### config.mk
export PLATFORM = sky130hd
export DESIGN_NAME = nor_gate_demux
export DESIGN_NICKNAME = d
export VERILOG_FILES = /design/src/rtl/nor_gate_demux.sv
export SDC_FILE = /design/constraint.sdc
export NUM_CORES = 1
export LEC_CHECK = 0
export BUFFER_PORTS_ARGS = -buffer_cell sky130_fd_sc_hd__buf_2
export CAP_MARGIN = 20
export CORE_AREA = 2 2 39 41
export CTS_CLUSTER_DIAMETER = 30
export DETAILED_ROUTE_END_ITERATION = 6
export DIE_AREA = 0 0 41 43
export GPL_ROUTABILITY_DRIVEN = 1
export GPL_TIMING_DRIVEN = 0
export PLACE_DENSITY = 0.54
export SKIP_LAST_GASP = 1
export SLEW_MARGIN = 30
export SYNTH_ARGS = -nofsm -noshare
export SYNTH_HDL_FRONTEND = slang
export SYNTH_SLANG_ARGS = --single-unit
### constraint.sdc
create_clock -name clk -period 1.06 [get_ports clk]
set_input_delay 0.318 -clock clk [delete_from_list [all_inputs] [get_ports clk]]
set_output_delay 0.318 -clock clk [all_outputs]
set_load 0.005 [all_outputs]
### src/rtl/nor_gate_demux.sv
// Purpose : bitwise 2-input NOR built from per-lane 1:4 demuxes (data tied high, sel = {a,b}), registered.
// Latency : 1 core clock from the capturing edge (in_valid high) to nor_o/minterm_o/onehot_err/out_valid.
// Backpressure: none; accepts one sample per clock whenever in_valid is high, results are never stalled.
//
// Ports:
//   clk        rising-edge clock
//   rst_n      asynchronous active-low reset, clears all outputs
//   in_valid   qualifies a/b; outputs only update on edges where it is high
//   a, b       per-lane operands (WIDTH lanes)
//   nor_o      registered NOR per lane, taken from demux output y0
//   minterm_o  registered demux outputs, lane i at [4i+3:4i], bit 4i+k set when {a[i],b[i]} == k
//   out_valid  one-cycle pulse per captured sample
//   onehot_err registered self-check: some lane's demux outputs were not exactly one-hot

module demux_1to4 (
    input  logic       din,
    input  logic [1:0] sel,
    output logic [3:0] y
);
    // Each output passes din only when sel addresses it.
    assign y[0] = din & ~sel[1] & ~sel[0];
    assign y[1] = din & ~sel[1] &  sel[0];
    assign y[2] = din &  sel[1] & ~sel[0];
    assign y[3] = din &  sel[1] &  sel[0];
endmodule

module nor_gate_demux #(
    parameter int WIDTH = 1
) (
    input  logic                 clk,
    input  logic                 rst_n,
    input  logic                 in_valid,
    input  logic [WIDTH-1:0]     a,
    input  logic [WIDTH-1:0]     b,
    output logic [WIDTH-1:0]     nor_o,
    output logic [4*WIDTH-1:0]   minterm_o,
    output logic                 out_valid,
    output logic                 onehot_err
);

    logic [4*WIDTH-1:0] demux_y;
    logic [WIDTH-1:0]   nor_nxt;
    logic               err_nxt;

    for (genvar i = 0; i < WIDTH; i++) begin : g_lane
        // Data input tied high: the demux turns the 2-bit select into the
        // four minterms of (a,b), so y0 is exactly the NOR of the lane.
        demux_1to4 u_demux (
            .din (1'b1),
            .sel ({a[i], b[i]}),
            .y   (demux_y[4*i +: 4])
        );
    end

    always_comb begin
        nor_nxt = '0;
        err_nxt = 1'b0;
        for (int i = 0; i < WIDTH; i++) begin
            nor_nxt[i] = demux_y[4*i];
            // A healthy demux with a driven data input selects exactly one output.
            if ($countones(demux_y[4*i +: 4]) != 1) begin
                err_nxt = 1'b1;
            end
        end
    end

    always_ff @(posedge clk or negedge rst_n) begin
        if (!rst_n) begin
            nor_o      <= '0;
            minterm_o  <= '0;
            out_valid  <= 1'b0;
            onehot_err <= 1'b0;
        end else begin
            out_valid <= in_valid;
            // Data registers hold their last captured sample when in_valid is low.
            if (in_valid) begin
                nor_o      <= nor_nxt;
                minterm_o  <= demux_y;
                onehot_err <= err_nxt;
            end
        end
    end

endmodule

* After elaboration in Yosys (flattened, before gate mapping)
Cells that the tools add are included.
Widths: inputs -> output; s select.
** Word-level totals
- Word-level logic and storage cells :: 15
- Input port bits :: 5
- Register bits after elaboration :: 7
- Output and inout port bits :: 7
** Cells by class
- Bitwise operators :: 6
- $add $sub $neg :: 3
- Muxes and demuxes :: 1
- Equality and inequality tests :: 1
** Operators by type and width (count)
- $add 1x1->2 :: 2
- $and 1x1->1 :: 4
- $add 2x2->3 :: 1
- $ne 3x1->1 const B :: 1
- $not 1->1 :: 2
- $mux 1 :: 1

* Longest topological paths before layout
- Depth in word-level cells :: 6
- Depth in mapped cells :: 5
- Gate-level depth less buffers :: 5

* Modules after synthesis
From an unflattened synthesis, not the netlist that was laid out.
** Unflattened totals
- Cells, all modules :: 27
- Area, all modules :: 321.6 um^2
** Modules (own cells, without submodules)
- nor_gate_demux :: cells an instance 23, instances 1, area each 284.0 um^2, sequential area each 150.1 um^2
- demux_1to4 :: cells an instance 4, instances 1, area each 37.5 um^2, sequential area each 0.0 um^2

* Worst setup path after synthesis
Ideal clock, no wire load.
- Kind :: input-to-reg
- Start point :: in b
- End point :: reg onehot_err
- Arrival :: 1081 ps
- Buffers on the path :: 0
- Path slack :: -141 ps
- Library setup time :: 121 ps
- Cell stages on the path :: 5
- Data required time :: 939 ps
- Cells stage by stage :: nor2b_2 ha_1 a31oi_1 ha_1 a21oi_1
** Between the ends
- Longest elaborated chain between the ends :: 6
- Elaborated cells on any way between the ends :: 10
- Classes of those cells :: 3 x add/sub; 1 x eq/ne; 1 x mux; 5 x bitwise
** RTL lines
- from (decl) :: line 34 : input logic [WIDTH-1:0] b,
- $not 1->1 :: line 21, 23
- $and 1x1->1 (on tied branches) :: line 21, 23
- $add 1x1->2 :: line 61 : if ($countones(demux_y[4*i +: 4]) != 1) begin
- $add 2x2->3 * :: line 61
- $ne 3x1->1 * :: line 61
- $mux 1 * :: line 61
- to (signal assigned) :: line 79 : onehot_err <= err_nxt;
- to (decl) :: line 38 : output logic onehot_err
Mark *: on every way between the ends. The rest lies on a longest branch, timed or not.
A chain may end at the register's enable or synchronous reset.

* Worst setup path in the final report
- Start point :: reg minterm_o[0]
- End point :: out minterm_o[0]
** RTL lines
- from (decl) :: line 36 : output logic [4*WIDTH-1:0] minterm_o,
- from (signal assigned) :: line 78 : minterm_o <= demux_y;
No word-level cell between the ends.

==> impl_metrics.tcl <==
set metrics [dict create \
    status "complete, but fails checks" \
    violations "setup timing" \
    fin_crit_ps 1190 \
    grtUsageMet3_pct 3.14 \
    cellLeakagePower_nw 0.227 \
    root_buffer "clkbuf_4" \
    fin_tns_setup_ps -198 \
    first_global_vias 223 \
    avgRoutedWirePerCell_um 10.6 \
    clkLatencyLatePin_ps 250 \
    cpMostUsedCell "buf_6" \
    hold_class "in2reg" \
    io_pins 12 \
    final_hold_viol_count 0 \
    path_clk_slew_ps 40 \
    fillers 143 \
    path_class "reg2out" \
    finalWeightedCongestion 0.586 \
    antenna_found_initial 0 \
    initial_core_util_pct 20.3 \
    cellPowerDensity_nw_per_um2 1250 \
    synth_area_um2 282 \
    period_share_pct 112 \
    use_met2_pct 11.6 \
    die_area_um2 1760 \
    routed_wl_um 607 \
    synth_seq_cells 6 \
    cts.htree.levels 1 \
    dp_cells 51 \
    min_delay_path_depth 1 \
    rsz0062_at_grt "true" \
    synthTopCellsByArea "dfrtp_1 53%, ha_1 8.9%, mux2_4 5.3%" \
    slew_violations 0 \
    finalNetCount 50 \
    max_clock_freq_mhz 843 \
    cts_inserted_buffers 3 \
    path_max_fanout 3 \
    synth_common_cells "6 x dfrtp_1, 2 x ha_1, 2 x inv_1, 2 x nor2_1, 2 x o21ai_0" \
    ys_seq_area_share_pct 53.3 \
    synth_top_area_cell "dfrtp_1" \
    regToRegStartpoint "minterm_o[0]$_DFFE_PN0P_" \
    yosysWarnings 0 \
    avgSynthCellArea_um2 11.7 \
    r2r_slack_ps 270 \
    syn2layout_area_growth_pct 70.7 \
    die_h_um 43 \
    cp_data_required_time_ps 740 \
    maxCapViolCount 0 \
    syn-num-nets 31 \
    skew_ps 0 \
    cts_tree "done" \
    vias_per_cell 4.07 \
    cp.arrival_ps 870 \
    grtUsageTotal_pct 9.29 \
    grt-ovfl-total 0 \
    crit_path_start_kind "register" \
    worst_ir_drop_vdd_uv 325 \
    layout-drive-gt1-share_pct 63.4 \
    cpPeakStageDelay_ps 400 \
    hold_path_end "out_valid$_DFF_PN0_" \
    dpl_cell_area_um2 359 \
    post_layout_nonfiller_instances 57 \
    grt_pass1_wl_um 959 \
    first_pass_iters 4 \
    num_vias 232 \
    hp-start "in_valid" \
    synthFlopType "dfrtp_1" \
    core_um2 1380 \
    synthArstFlopShare_pct 100 \
    busiest_layer "met4" \
    cts.sinks 6 \
    end_kind "primary output" \
    clk_path_buf_depth 2 \
    rows 14 \
    drt_iter0_markers 1 \
    ys_types 15 \
    die_w_um 41 \
    critPathSlowestCell "dfrtp_1" \
    r2r-end "minterm_o[0]$_DFFE_PN0P_" \
    drc 0 \
    place_hpwl_um 420 \
    final_util_pct 34.7 \
    met1_usage_pct 9.18 \
    syn_inst 24 \
    final_area_um2 480 \
    r2r_cells 1 \
    yosysTopAreaCellShare_pct 53.3 \
    grt_max_degree 9 \
    path_cells "buf_6, buf_6" \
    ant_nets 0 \
    yosysMostFrequentCell "dfrtp_1" \
    setup_viol 5 \
    fin_ws_ps -127 \
    synth_edf_count 0 \
    port_buffers 11 \
    antennaDiodeCount 0 \
]
-- where the power goes --
part	switching [W]	internal (W)
sequential	0.0000114	0.000249
combinational	0.0000508	0.0000767
clock	0.0000848	0.000128
total	0.000147	0.000453
-- cell usage in the layout (no fill, tap or decap) --
cell           n
a21oi_2        1
a31oi_4        1
buf_2          8
buf_4          2
buf_6          3
buf_8          2
clkbuf_4       3
conb_1         1
dfrtp_1        6
dlygate4sd3_1  1
ha_2           1
ha_4           1
inv_1          2
mux2_2         1
mux2_4         1
nand3_1        1
nand3b_1       1
nor2_1         1
nor2_4         1
nor2b_4        1
o21ai_0        2
-- worst max-delay path, delay by kind of cell, from the launching register on --
family	cells	cell delay [ps]
flops	1	400
buf+inv	2	220
-- registers in the layout, indices dropped and copies added (netlist names) --
register    flops
minterm_o       4
onehot_err      1
out_valid       1
-- per-stage QoR --
step | setup slack, ps | power, W | hold WS [ps]
finish | -127 | 0.000600 | 203
global placement | -318 | 0.000345 | 150
detailed placement | -344 | 0.000347 | 148
global route | -160 | 0.000642 | 187
floorplan | 207 | 0.000302 | 22.4
CTS | -130 | 0.000597 | 201
-- timing repair --
action | in CTS | in global routing
hold buffers | 1 | 0
pin swaps | 4 | 2
endpoints found under the setup margin | 7 | 8
resized for setup | 13 | 2
setup buffers | 2 | 0
endpoints found under the hold margin | 6 | 0
-- metal layers --
layer / up-vias / wire length, um / part of all wire (%)
met4: 0 / 45 / 7.4
li1: 110 / - / -
met3: 5 / 13 / 2.1
met5: - / 0 / 0
met1: 111 / 218 / 36
met2: 6 / 330 / 54
-- cells by family after synthesis --
logic type	synth area share (%)
AO/OA/AOI/OAI	7.56
flip-flops	53.3
other	1.33
AND/OR/NAND/NOR	10.2
buffers and inverters	9.34
adder cells (fa/ha/maj)	8.89
multiplexers	9.33
-- final cells by class --
class / instances / area, um^2 / share of cell area (%)
clock buffers: 3 / 22.5 / 4.69
well taps: 16 / 20.0 / 4.17
flip-flops and latches: 6 / 150 / 31.2
inverters: 2 / 7.51 / 1.56
repair buffers: 14 / 106 / 22.1
plain buffers: 2 / 22.5 / 4.69
multi-input cells: 14 / 151 / 31.5
-- how the worst max path moves through the flow --
stage,from,endpoint,slack (ps),cells past startpoint
3_5_place_dp,b,onehot_err$_DFFE_PN0P_,-340,6
2_1_floorplan,in_valid,minterm_o[0]$_DFFE_PN0P_,210,2
6_report,minterm_o[0]$_DFFE_PN0P_,minterm_o[0],-130,2
5_1_grt,minterm_o[0]$_DFFE_PN0P_,minterm_o[0],-160,2
3_3_place_gp,b,onehot_err$_DFFE_PN0P_,-320,6
4_1_cts,minterm_o[0]$_DFFE_PN0P_,minterm_o[0],-130,2
Note: power is estimated with default switching activity, not from simulation.
